==> src/rtl/obi_master_be.sv <==
// Single-outstanding OBI manager: turns valid/ready commands into OBI A/R transactions.
// Optional define OBI_MGR_BE_CHECK_EN rejects empty or non-contiguous byte enables before issue.
module obi_master_be #(
    parameter int ADDR_WIDTH = 32,
    parameter int DATA_WIDTH = 32
) (
    input  logic                    clk_i,
    input  logic                    reset_ni,
    input  logic                    cmd_valid_i,
    output logic                    cmd_ready_o,
    input  logic [ADDR_WIDTH-1:0]   cmd_addr_i,
    input  logic                    cmd_we_i,
    input  logic [DATA_WIDTH/8-1:0] cmd_be_i,
    input  logic [DATA_WIDTH-1:0]   cmd_wdata_i,
    output logic                    rsp_valid_o,
    input  logic                    rsp_ready_i,
    output logic [DATA_WIDTH-1:0]   rsp_rdata_o,
    output logic                    rsp_err_o,
    output logic                    obi_req_o,
    input  logic                    obi_gnt_i,
    output logic [ADDR_WIDTH-1:0]   obi_addr_o,
    output logic                    obi_we_o,
    output logic [DATA_WIDTH/8-1:0] obi_be_o,
    output logic [DATA_WIDTH-1:0]   obi_wdata_o,
    input  logic                    obi_rvalid_i,
    output logic                    obi_rready_o,
    input  logic [DATA_WIDTH-1:0]   obi_rdata_i,
    input  logic                    obi_err_i
);

    localparam int BE_WIDTH = DATA_WIDTH / 8;

    typedef enum logic [2:0] {
        RESET = 3'd0,
        IDLE  = 3'd1,
        REQ   = 3'd2,
        RESP  = 3'd3,
        DONE  = 3'd4
    } state_e;

    state_e                  state_q, state_d;
    logic [ADDR_WIDTH-1:0]   addr_q;
    logic                    we_q;
    logic [BE_WIDTH-1:0]     be_q;
    logic [DATA_WIDTH-1:0]   wdata_q;
    logic [DATA_WIDTH-1:0]   rdata_q;
    logic                    err_q;
    logic                    cmd_fire;
    logic                    rsp_capture;
    logic                    cmd_illegal;

    assign cmd_fire    = (state_q == IDLE) && cmd_valid_i;
    assign rsp_capture = (state_q == RESP) && obi_rvalid_i;

`ifdef OBI_MGR_BE_CHECK_EN
    // A byte-enable mask is contiguous when it contains at most one run of ones.
    function automatic logic be_contiguous(input logic [BE_WIDTH-1:0] be);
        int   runs;
        logic prev;
        runs = 0;
        prev = 1'b0;
        for (int i = 0; i < BE_WIDTH; i++) begin
            if (be[i] && !prev) begin
                runs++;
            end
            prev = be[i];
        end
        return (runs <= 1);
    endfunction

    assign cmd_illegal = (cmd_be_i == '0) ||
                         ((DATA_WIDTH == 32) && !be_contiguous(cmd_be_i));
`else
    assign cmd_illegal = 1'b0;
`endif

    always_ff @(posedge clk_i or negedge reset_ni) begin
        if (!reset_ni) begin
            state_q <= RESET;
        end else begin
            state_q <= state_d;
        end
    end

    // A-channel outputs come only from these registers, never from cmd_* directly.
    always_ff @(posedge clk_i or negedge reset_ni) begin
        if (!reset_ni) begin
            addr_q  <= '0;
            we_q    <= 1'b0;
            be_q    <= '0;
            wdata_q <= '0;
        end else if (cmd_fire) begin
            addr_q  <= cmd_addr_i;
            we_q    <= cmd_we_i;
            be_q    <= cmd_be_i;
            wdata_q <= cmd_wdata_i;
        end
    end

    always_ff @(posedge clk_i or negedge reset_ni) begin
        if (!reset_ni) begin
            rdata_q <= '0;
            err_q   <= 1'b0;
        end else if (cmd_fire && cmd_illegal) begin
            rdata_q <= '0;
            err_q   <= 1'b1;
        end else if (rsp_capture) begin
            rdata_q <= we_q ? '0 : obi_rdata_i;
            err_q   <= obi_err_i;
        end
    end

    always_comb begin
        state_d      = state_q;
        cmd_ready_o  = 1'b0;
        obi_req_o    = 1'b0;
        obi_addr_o   = '0;
        obi_we_o     = 1'b0;
        obi_be_o     = '0;
        obi_wdata_o  = '0;
        obi_rready_o = 1'b0;
        rsp_valid_o  = 1'b0;
        case (state_q)
            RESET: begin
                state_d = IDLE;
            end
            IDLE: begin
                cmd_ready_o = 1'b1;
                if (cmd_valid_i) begin
                    state_d = cmd_illegal ? DONE : REQ;
                end
            end
            REQ: begin
                obi_req_o   = 1'b1;
                obi_addr_o  = addr_q;
                obi_we_o    = we_q;
                obi_be_o    = be_q;
                obi_wdata_o = wdata_q;
                if (obi_gnt_i) begin
                    state_d = RESP;
                end
            end
            RESP: begin
                obi_rready_o = 1'b1;
                if (obi_rvalid_i) begin
                    state_d = DONE;
                end
            end
            DONE: begin
                rsp_valid_o = 1'b1;
                if (rsp_ready_i) begin
                    state_d = IDLE;
                end
            end
            default: begin
                state_d = RESET;
            end
        endcase
    end

    assign rsp_rdata_o = rdata_q;
    assign rsp_err_o   = err_q;

endmodule

==> config.mk <==
export PLATFORM = sky130hd
export DESIGN_NAME = obi_master_be
export DESIGN_NICKNAME = d
export VERILOG_FILES = /design/src/rtl/obi_master_be.sv
export SDC_FILE = /design/constraint.sdc
export NUM_CORES = 1
export LEC_CHECK = 0
export CORE_UTILIZATION = 45
export DETAILED_ROUTE_END_ITERATION = 6
export GPL_ROUTABILITY_DRIVEN = 0
export GPL_TIMING_DRIVEN = 0
export PLACE_DENSITY = 0.95
export SLEW_MARGIN = 40
export SYNTH_ARGS = -nofsm -noshare
export SYNTH_HDL_FRONTEND = slang
export SYNTH_SLANG_ARGS = --single-unit
==> constraint.sdc <==
create_clock -name clk_i -period 3.12 [get_ports clk_i]
set_input_delay 0.468 -clock clk_i [delete_from_list [all_inputs] [get_ports clk_i]]
set_output_delay 0.468 -clock clk_i [all_outputs]
set_load 0.02 [all_outputs]
# After elaboration in Yosys (flattened, before gate mapping)

Index checks and enable logic that the tools add are counted.

Bits in registers: 105
Input port bits: 108
Output and inout port bits: 106

Equal/unequal tests: 8
Muxes and demuxes: 14
Reduce and logical (&&, ||, !) cells: 4

Operators with widths:

| operator                                                               | number |
|---|---|
| 32-bit 2-to-1 mux                                                      | 3 |
| 3-bit one-hot mux with 5 select lines                                  | 1 |
| 3-bit 2-to-1 mux                                                       | 4 |
| 2-bit inequality test (second input constant)                          | 4 |
| 3-bit by 2-bit equality test with 1-bit output (second input constant) | 2 |
| 1-bit 2-to-1 mux                                                       | 5 |
| 4-bit 2-to-1 mux                                                       | 1 |
| 4-bit AND reduction                                                    | 1 |
| 3-bit by 1-bit equality test with 1-bit output (second input constant) | 1 |
| 3-bit equality test (second input constant)                            | 1 |
| 3-bit logical NOT                                                      | 1 |
| 1-bit logical AND                                                      | 2 |

# Longest topological paths before layout

Gate-level depths: netlist of the first run.

Depth in word-level cells: 3
Gate-level depth with buffers: 6
Gate-level depth less buffers: 3

# Least setup slack after synthesis of the first run

Ideal clock, no wire load.

Path kind: flip-flop to output port
Start: register state_q[0]
End: output port obi_wdata_o[10]
Data arrival time: 1,304 ps
Setup slack: 1,348 ps
Cell stages (with the launch flop): 5
Path buffers: 2
Cells stage by stage: dfrtp_1 buf_2 nor3b_4 buf_2 and2_1

Cells in the longest elaborated chain, start to end: 2

RTL lines:

| item                                           | RTL line | text |
|---|---|---|
| from (decl)                                    | 41       | `state_e state_q, state_d;` |
| from (signal assigned)                         | 81       | `state_q <= state_d;` |
| 3-bit by 2-bit equality test with 1-bit output | 123      | `case (state_q)` |
| 32-bit 2-to-1 mux                              | 123      |  |
| to (decl)                                      | 24       | `output logic [DATA_WIDTH-1:0] obi_wdata_o,` |

No other way between the ends.

# Worst setup path after layout of the first run

Start: register state_q[0]
End: output port obi_addr_o[9]

Cells in the longest elaborated chain, start to end: 2

RTL lines:

| item                                           | RTL line | text |
|---|---|---|
| 3-bit by 2-bit equality test with 1-bit output | 123      |  |
| 32-bit 2-to-1 mux                              | 123      |  |
| to (decl)                                      | 21       | `output logic [ADDR_WIDTH-1:0] obi_addr_o,` |

No other way between the ends.

==> metrics.txt, run 1 <==
setup violation total in the final timing report 0; total congestion overflow 0; endpoint of the worst hold-timing path rsp_rdata_o[18]; width of the die slightly above 100 um; synth unique cells 21; final HPWL from detailed placement 9600 um; count of flip-flops with a built-in enable after synthesis 0; worst path buffer plus inverter count 3; floorplan die height about 100 um; Clock Root Buffer sky130_fd_sc_hd__clkbuf_8; area delta synth->final 54.9%; Final Net Count 720; worst rel slew slack 0.719; post-route setup slack approximately 0.21 ns; hold-critical path depth 2; share of post-route cells with drive strength above 1 0.178; largest driver fanout on the critical path 10; final non-filler cell total 750; net count of the mapped netlist roughly 490; share of the synthesized netlist area taken by xor and xnor gates 0; worst min path class reg -> reg; Clock Skew about 0.01 ns; antenna violations before repair 0; Avg Cell Area, Syn approximately 12 um2; placement-stage worst setup slack between 0.4 and 0.5 ns; nature of the critical path endpoint primary output; Inst Count DP 733; post-synthesis simple-gate area fraction 0.187; number of buffers inserted to repair setup after CTS 0; violation count after the first detailed-routing iteration between 100 and 150; arrival time of data at the critical path endpoint around 2.4 ns; delay of the slowest critical-path stage ~0.6 ns; total clock buffers created by CTS 9; total wire length roughly 13000 um; Worst R2R Start state_q[2]; area of the die 10800 um2; result of the run completed; setup total negative slack 0 ns; number of synthesis warnings 0; final critical path time including I/O delays and setup roughly 2.9 ns; number of max-capacitance violations reported 0; Min-Delay Startpoint rsp_rdata_o[18]; clock latency on the worst-skew pair roughly 0.35 ns; depth of the CTS H-tree 3; Clock Path Buffers 2; iteration count of the initial detailed-routing pass 4; final slew viol count 0; critical path startpoint category flip-flop; post-synthesis mux area share 0.177; cell area power density 905 nW/um2; Synth top area share 0.564; count of buffers from port buffering 213; clock input transition at the sequential cells of the worst setup and hold paths around 0.09 ns; number of top-level design ports 214; final antenna diode count 0; period utilisation layout 0.932; Hold Fails Final Rpt 0; measured slew at the worst slew-check pin 0.422 ns; number of synthesized register bits approximately 110; Finished Cell Area 7210 um2; most used standard cell by instance count after synthesis sky130_fd_sc_hd__dfrtp_1; crit path max-delay cell type sky130_fd_sc_hd__clkdlybuf4s50_1; number of cells on the worst reg-to-reg path 4; total number of vias 3719; Via density approximately 5.0; post-synthesis share of cell area spent on full adders, half adders and majority gates 0; antenna violation net count after detailed routing 0; routed length per instance around 17 um; CTS tree built; cell type with the highest aggregate area in the netlist sky130_fd_sc_hd__dfrtp_1; maximum number of pins on one net before global-route repair 66; Post-Synthesis Cells just under 400; largest family of logic cells by synthesized area simple AND/OR/NAND/NOR gates; Seq/Total Area, Yosys 0.564; via count of the first global-routing pass between 3000 and 4000; All-Layer GR Usage 0.241; Worst Path Required 2.65 ns; synthesized area 4660 um2; critical register-to-register path endpoint addr_q[23]; top cells by area in the synthesized netlist sky130_fd_sc_hd__dfrtp_1 (56%), sky130_fd_sc_hd__mux2_2 (15%), sky130_fd_sc_hd__and2_1 (9.4%); Initial Utilization 0.470; synthesized-area fraction occupied by ao, oa, aoi and oai cells 0.0406; Achievable Freq between 300 and 400 MHz; worst path cell trace buf_2 -> nor3b_4 -> clkbuf_1 -> and2_1 -> clkdlybuf4s50_1; Worst R2R Setup Slack 1.55 ns; ranking of synthesized cells by instance count sky130_fd_sc_hd__dfrtp_1 (105), sky130_fd_sc_hd__and2_1 (70), sky130_fd_sc_hd__mux2_2 (60); proportion of register bits with asynchronous set or reset after synthesis 1.00; count of clock tree sinks around 110; commonest register cell after synthesis sky130_fd_sc_hd__dfrtp_1; Leak ~3.0 nW; standard-cell row count 36; Placeable Area ~9900 um2; maximum ir drop on the vdd rail roughly 0.55 mV; global-route wire length before repair 20300 um; setup repair after global routing missed its margin no; critical setup path kind reg -> out; instance area after placement ~7000 um2; largest delay contributor family on the critical path buffers and inverters; DRC violations left 0
[timing repair]
item | in CTS | in global routing
endpoints found under the hold margin | 40 | 0
endpoints found under the setup margin | 0 | 42
resized for setup | 0 | 10
hold buffers | 1 | 0
[where the power goes]
group	total, mW	switching (mW)	internal (mW)
Combinational	3.29	1.54	1.74
Sequential	2.37	0.337	2.03
Clock	0.871	0.433	0.437
Total	6.53	2.31	4.21
[stage by stage]
stage,hold slack (ns),total power [mW],util
after global placement,0.462,5.52,0.702
after CTS,0.498,6.57,0.727
after detailed placement,0.375,5.69,0.705
final,0.499,6.53,0.728
after global routing,0.518,6.91,0.728
after floorplan,0.172,4.22,-
[registers in the layout (all words and copies together), names as in the netlist]
name	count
be_q	4
state_q	3
addr_q	32
rsp_rdata_o	32
rsp_err_o	1
we_q	1
wdata_q	32
[cell usage in the layout (no fill, tap or decap), types with 3 or more instances in the layout]
| master | instances |
|---|---|
| sky130_fd_sc_hd__clkbuf_8 | 12 |
| sky130_fd_sc_hd__nor2_1 | 4 |
| sky130_fd_sc_hd__mux2_4 | 10 |
| sky130_fd_sc_hd__mux2_2 | 60 |
| sky130_fd_sc_hd__clkbuf_2 | 5 |
| sky130_fd_sc_hd__clkdlybuf4s50_1 | 212 |
| sky130_fd_sc_hd__nand2_1 | 33 |
| sky130_fd_sc_hd__clkbuf_1 | 8 |
| sky130_fd_sc_hd__nand2b_1 | 33 |
| sky130_fd_sc_hd__and2_1 | 70 |
| sky130_fd_sc_hd__o21ai_0 | 32 |
| sky130_fd_sc_hd__dfrtp_1 | 105 |
| sky130_fd_sc_hd__buf_6 | 3 |
| sky130_fd_sc_hd__buf_2 | 14 |
[final cells by class]
| class | instances | area (um2) |
|---|---|---|
| Fill cell | 659 | 2700 |
| Clock buffer | 14 | 173 |
| Clock inverter | 2 | 35.0 |
| Timing Repair Buffer | 215 | 2170 |
| Sequential cell | 105 | 2630 |
| Tap cell | 133 | 166 |
| Buffer | 28 | 151 |
| Multi-Input combinational cell | 253 | 1880 |
[cell families (layout without fill, tap and decap cells)]
logic type / Yosys count / count (layout)
AO/OA/AOI/OAI: 36 / 36
buffers and inverters: 28 / 259
flip-flops: 105 / 105
multiplexers: 70 / 70
AND/OR/NAND/NOR: 147 / 147
[tightest hold or removal path, cell delays in order, from the launching register on]
cell                      delay, ns
sky130_fd_sc_hd__dfrtp_1       0.36
sky130_fd_sc_hd__nand2_1       0.05
sky130_fd_sc_hd__o21ai_0       0.06
[layer usage]
layer / wire length (um) / global-route usage / vias up
met5: 0 / 0 / -
met2: 6040 / 0.410 / 177
met1: 5040 / 0.278 / 1801
li1: - / - / 1720
met4: 291 / 0.103 / 0
met3: 1140 / 0.0824 / 21
[how the worst max path moves through the flow]
stage / start / endpoint / slack [ns] / cells past startpoint
after floorplan: state_q[0] / obi_wdata_o[10] / 1.35 / 4
after global placement: reset_ni / addr_q[9] / -2.23 / 1
after detailed placement: state_q[0] / obi_wdata_o[0] / 0.45 / 5
after CTS: state_q[0] / obi_wdata_o[0] / 0.05 / 5
after global routing: state_q[0] / obi_addr_o[13] / 0.04 / 5
final: state_q[0] / obi_addr_o[9] / 0.21 / 5
Note: power is estimated with default switching activity, not from simulation.
==> inputs of run 2 (changes only) <==
--- a/config.mk
+++ b/config.mk
@@ -5,12 +5,14 @@
 export SDC_FILE = /design/constraint.sdc
 export NUM_CORES = 1
 export LEC_CHECK = 0
+export CORE_MARGIN = 4
 export CORE_UTILIZATION = 45
 export DETAILED_ROUTE_END_ITERATION = 6
 export GPL_ROUTABILITY_DRIVEN = 0
 export GPL_TIMING_DRIVEN = 0
 export PLACE_DENSITY = 0.95
-export SLEW_MARGIN = 40
+export SLEW_MARGIN = 25
 export SYNTH_ARGS = -nofsm -noshare
 export SYNTH_HDL_FRONTEND = slang
 export SYNTH_SLANG_ARGS = --single-unit
+export TNS_END_PERCENT = 30
==> metrics.txt, run 2 (synthesized netlist as in run 1, its figures left out) <==
Via density slightly below 5; Clock Root Buffer sky130_fd_sc_hd__clkbuf_8; placement-stage worst setup slack around 0.44 ns; number of max-capacitance violations reported 0; # hold bufs at CTS 0; total clock buffers created by CTS 9; Total Power roughly 6.6 mW; Initial Utilization 0.470; Clock Path Buffers 2; number of gates resized after CTS 0; setup total negative slack 0 ns; count of clock tree sinks between 100 and 150; area of the die around 12000 um2; largest driver fanout on the critical path 10; All-Layer GR Usage 0.216; period utilisation layout 0.952; Placeable Area 9910 um2; share of post-route cells with drive strength above 1 0.177; final cell utilization of the core 0.730; routed length per instance approximately 17 um; total congestion overflow 0; nature of the critical path endpoint primary output; final critical path time including I/O delays and setup between 2 and 3 ns; number of buffers inserted to repair setup after CTS 0; setup violation total in the final timing report 0; depth of the CTS H-tree 3; clock input transition at the sequential cells of the worst setup and hold paths approximately 0.090 ns; Achievable Freq roughly 340 MHz; final antenna diode count 0; instance area after placement between 6000 and 7000 um2; Leak just over 3 nW; Hold Fails Final Rpt 0; total number of vias approximately 3700; total wire length 13000 um; DRC violations left 0; via count of the first global-routing pass 4031; number of top-level design ports roughly 210; Final Net Count approximately 720; maximum ir drop on the vdd rail slightly above 0.5 mV; measured slew at the worst slew-check pin approximately 0.48 ns; final HPWL from detailed placement 10300 um; iteration count of the initial detailed-routing pass 4; standard-cell row count 36; violation count after the first detailed-routing iteration ~120; Worst R2R Setup Slack 1.56 ns; maximum number of pins on one net before global-route repair 56; final slew viol count 0; critical path startpoint category flip-flop; cell area power density 918 nW/um2; antenna violations before repair 0; worst rel slew slack 0.677; count of buffers from port buffering ~210; critical setup path kind reg -> out; worst min path class in -> async; Worst Path Required ~2.7 ns; commonest non-fill, non-tap cell in the layout sky130_fd_sc_hd__clkdlybuf4s50_1; width of the die 110 um; Clock Skew approximately 0.0063 ns; area delta synth->final 55.3%; arrival time of data at the critical path endpoint approximately 2.5 ns; Finished Cell Area a little over 7000 um2; setup repair after global routing missed its margin yes; global-route wire length before repair 19800 um; CTS tree built; post-route setup slack between 0.15 and 0.2 ns; antenna violation net count after detailed routing 0; result of the run completed; floorplan die height between 100 and 150 um; commonest non-fill, non-tap cells in the layout sky130_fd_sc_hd__clkdlybuf4s50_1 (212), sky130_fd_sc_hd__dfrtp_1 (105), sky130_fd_sc_hd__and2_1 (70); clock latency on the worst-skew pair 0.36 ns
## run 2: path summary, 6_finish.rpt
kind                                 start         endpoint  cells after the start
setup / recovery                state_q[0]   obi_addr_o[13]                      5
hold / removal                    reset_ni        addr_q[7]                      1
setup reg to reg                state_q[2]             we_q                      4
hold reg to reg            rsp_rdata_o[22]  rsp_rdata_o[22]                      2
max in group asynchronous         reset_ni   rsp_rdata_o[4]                      2
min in group clk_i         rsp_rdata_o[22]  rsp_rdata_o[22]                      2
## run 2: per-stage QoR
step	std cells	hold WS (ns)
floorplan	386	0.172
global placement	732	0.461
detailed placement	733	0.452
CTS	749	0.0510
global route	749	0.0643
finish	749	0.0451
## run 2: cell type report
cell class	instances	area [um2]
well taps	133	166
clock inverters	5	103
fillers	642	2680
repair buffers	214	2160
clock buffers	11	141
flip-flops and latches	105	2630
multi-input cells	253	1880
plain buffers	28	149
## run 2: worst max-delay path: stages (launching register included)
cell	delay, ns
sky130_fd_sc_hd__dfrtp_1	0.38
sky130_fd_sc_hd__buf_2	0.19
sky130_fd_sc_hd__nor3b_4	0.41
sky130_fd_sc_hd__clkbuf_1	0.34
sky130_fd_sc_hd__and2_1	0.22
sky130_fd_sc_hd__clkdlybuf4s50_1	0.61
## run 2: layer usage
layer  global-route usage  part of all wire
met5                    0                 0
met4               0.0899             0.026
met3               0.0816              0.11
met2                0.381              0.50
met1                0.232              0.37
## run 2: where the power goes
part	leakage, nW	internal, mW	switching [mW]
Clock	0.120	0.554	0.452
Combinational	1.65	1.74	1.53
Sequential	1.28	2.03	0.331
Total	3.04	4.33	2.31
==> inputs of run 3 (changes only) <==
--- a/config.mk
+++ b/config.mk
@@ -11,7 +11,6 @@
 export GPL_ROUTABILITY_DRIVEN = 0
 export GPL_TIMING_DRIVEN = 0
 export PLACE_DENSITY = 0.95
-export SLEW_MARGIN = 25
 export SYNTH_ARGS = -nofsm -noshare
 export SYNTH_HDL_FRONTEND = slang
 export SYNTH_SLANG_ARGS = --single-unit
==> metrics.txt, run 3 (synthesized netlist as in run 1, its figures left out) <==
number of top-level design ports 214; critical setup path kind reg -> out; crit path max-delay cell type sky130_fd_sc_hd__clkdlybuf4s50_1; Worst R2R Start state_q[2]; internal power summed over all cells roughly 4.2 mW; maximum number of pins on one net before global-route repair 56; Placeable Area approximately 9900 um2; largest driver fanout on the critical path 10; total clock buffers created by CTS 9; antenna violations before repair 0; critical register-to-register path endpoint we_q; setup repair after global routing missed its margin yes; Final Net Count roughly 700; placement-stage worst setup slack 0.425 ns; total wire length about 13000 um; cell area power density 908 nW/um2; maximum ir drop on the vdd rail roughly 0.5 mV; nature of the critical path endpoint primary output; share of post-route cells with drive strength above 1 0.174; Clock Skew ~0.0095 ns; Leak about 3.0 nW; arrival time of data at the critical path endpoint 2.49 ns; CTS tree built; worst setup path endpoint obi_addr_o[29]; DRC violations left 0; worst path cell trace buf_2 -> nor3b_4 -> clkbuf_1 -> and2_1 -> clkdlybuf4s50_1; floorplan die height 110 um; delay of the slowest critical-path stage 0.63 ns; post-route setup slack between 0.15 and 0.2 ns; Worst R2R Setup Slack roughly 1.6 ns; startpoint of the worst setup timing path state_q[0]; setup total negative slack 0 ns; Sw Share 0.354; Via density 4.90; Filler Cells Inserted around 650; total congestion overflow 0; final cell utilization of the core 0.726; final HPWL from detailed placement ~10000 um; sequential cell fraction of total power 0.363; standard-cell row count 36; number of max-capacitance violations reported 0; result of the run completed; measured slew at the worst slew-check pin around 0.67 ns; iteration count of the initial detailed-routing pass 4; worst min path class in -> async; clock input transition at the sequential cells of the worst setup and hold paths 0.09 ns; final critical path time including I/O delays and setup 2.96 ns; clock latency on the worst-skew pair 0.36 ns; Total Power ~6.5 mW; routed length per instance ~18 um; Initial Utilization 0.470; worst rel slew slack 0.553; count of buffers from port buffering about 210; Worst Path Required approximately 2.7 ns; via count of the first global-routing pass about 4000; violation count after the first detailed-routing iteration approximately 130; instance area after placement roughly 7000 um2; count of clock tree sinks roughly 110; global-route wire length before repair ~20000 um; final antenna diode count 0; critical path startpoint category flip-flop; number of buffers inserted to repair setup after CTS 0; Clock Path Buffers 2; area of the die 12000 um2; antenna violation net count after detailed routing 0; Achievable Freq 338 MHz; final slew viol count 0; commonest non-fill, non-tap cells in the layout sky130_fd_sc_hd__clkdlybuf4s50_1 (212), sky130_fd_sc_hd__dfrtp_1 (105), sky130_fd_sc_hd__and2_1 (70); logic gate share of total power 0.500; total number of vias approximately 3700; P_sw approximately 2.3 mW; width of the die between 100 and 150 um; Clock Root Buffer sky130_fd_sc_hd__clkbuf_8; area delta synth->final 54.5%; number of cells on the worst reg-to-reg path 4; depth of the CTS H-tree 3; All-Layer GR Usage 0.220; Clock Power Share 0.138; commonest non-fill, non-tap cell in the layout sky130_fd_sc_hd__clkdlybuf4s50_1; period utilisation layout 0.948; setup violation total in the final timing report 0; Finished Cell Area slightly above 7000 um2; Hold Fails Final Rpt 0
-- run 3: how the worst min path moves through the flow --
stage	cells after the start	startpoint	end
final	1	reset_ni	addr_q[9]
after global routing	1	reset_ni	addr_q[9]
after CTS	1	reset_ni	be_q[2]
after detailed placement	2	rsp_rdata_o[22]	rsp_rdata_o[22]
after global placement	2	rsp_rdata_o[22]	rsp_rdata_o[22]
after floorplan	0	reset_ni	addr_q[0]
-- run 3: repair_timing --
action | 4_1_cts | 5_1_grt
endpoints found under the hold margin | 0 | 0
hold buffers | 0 | 0
gates resized for setup | 0 | 6
endpoints found under the setup margin | 0 | 41
-- run 3: layout make-up --
class	count	area, um2	share of cell area
Timing Repair Buffer	214	2160	0.300
Clock buffer	11	131	0.0183
Sequential cell	105	2630	0.365
Clock inverter	5	80.1	0.0111
Tap cell	133	166	0.0231
Buffer	28	148	0.0205
Multi-Input combinational cell	253	1880	0.262
-- run 3: per-stage QoR --
step / cells / hold WS [ns]
after global placement: 732 / 0.461
after global routing: 749 / 0.178
after detailed placement: 733 / 0.470
after CTS: 749 / 0.151
after floorplan: 386 / 0.172
final: 749 / 0.145
-- run 3: power groups by stage --
stage	registers, mW	logic [mW]	clock network [mW]
after floorplan	2.53	1.69	0
after global placement	2.33	3.19	0
after global routing	2.45	3.52	0.969
after detailed placement	2.40	3.29	0
after CTS	2.37	3.30	0.925
final	2.37	3.26	0.899
-- run 3: critical path: cells and delay by family (launching register included) --
kind | cells | cell delay, ns
buffers and inverters | 3 | 1.17
AND/OR/NAND/NOR | 2 | 0.58
flip-flops | 1 | 0.38
-- run 3: metal layers --
metal  vias to the layer above  share of wire  track usage
li1                       1712              -            -
met1                      1764           0.36        0.247
met2                       173           0.51        0.387
met3                        20           0.11       0.0804
met4                         0          0.018       0.0721
met5                         -              0            0
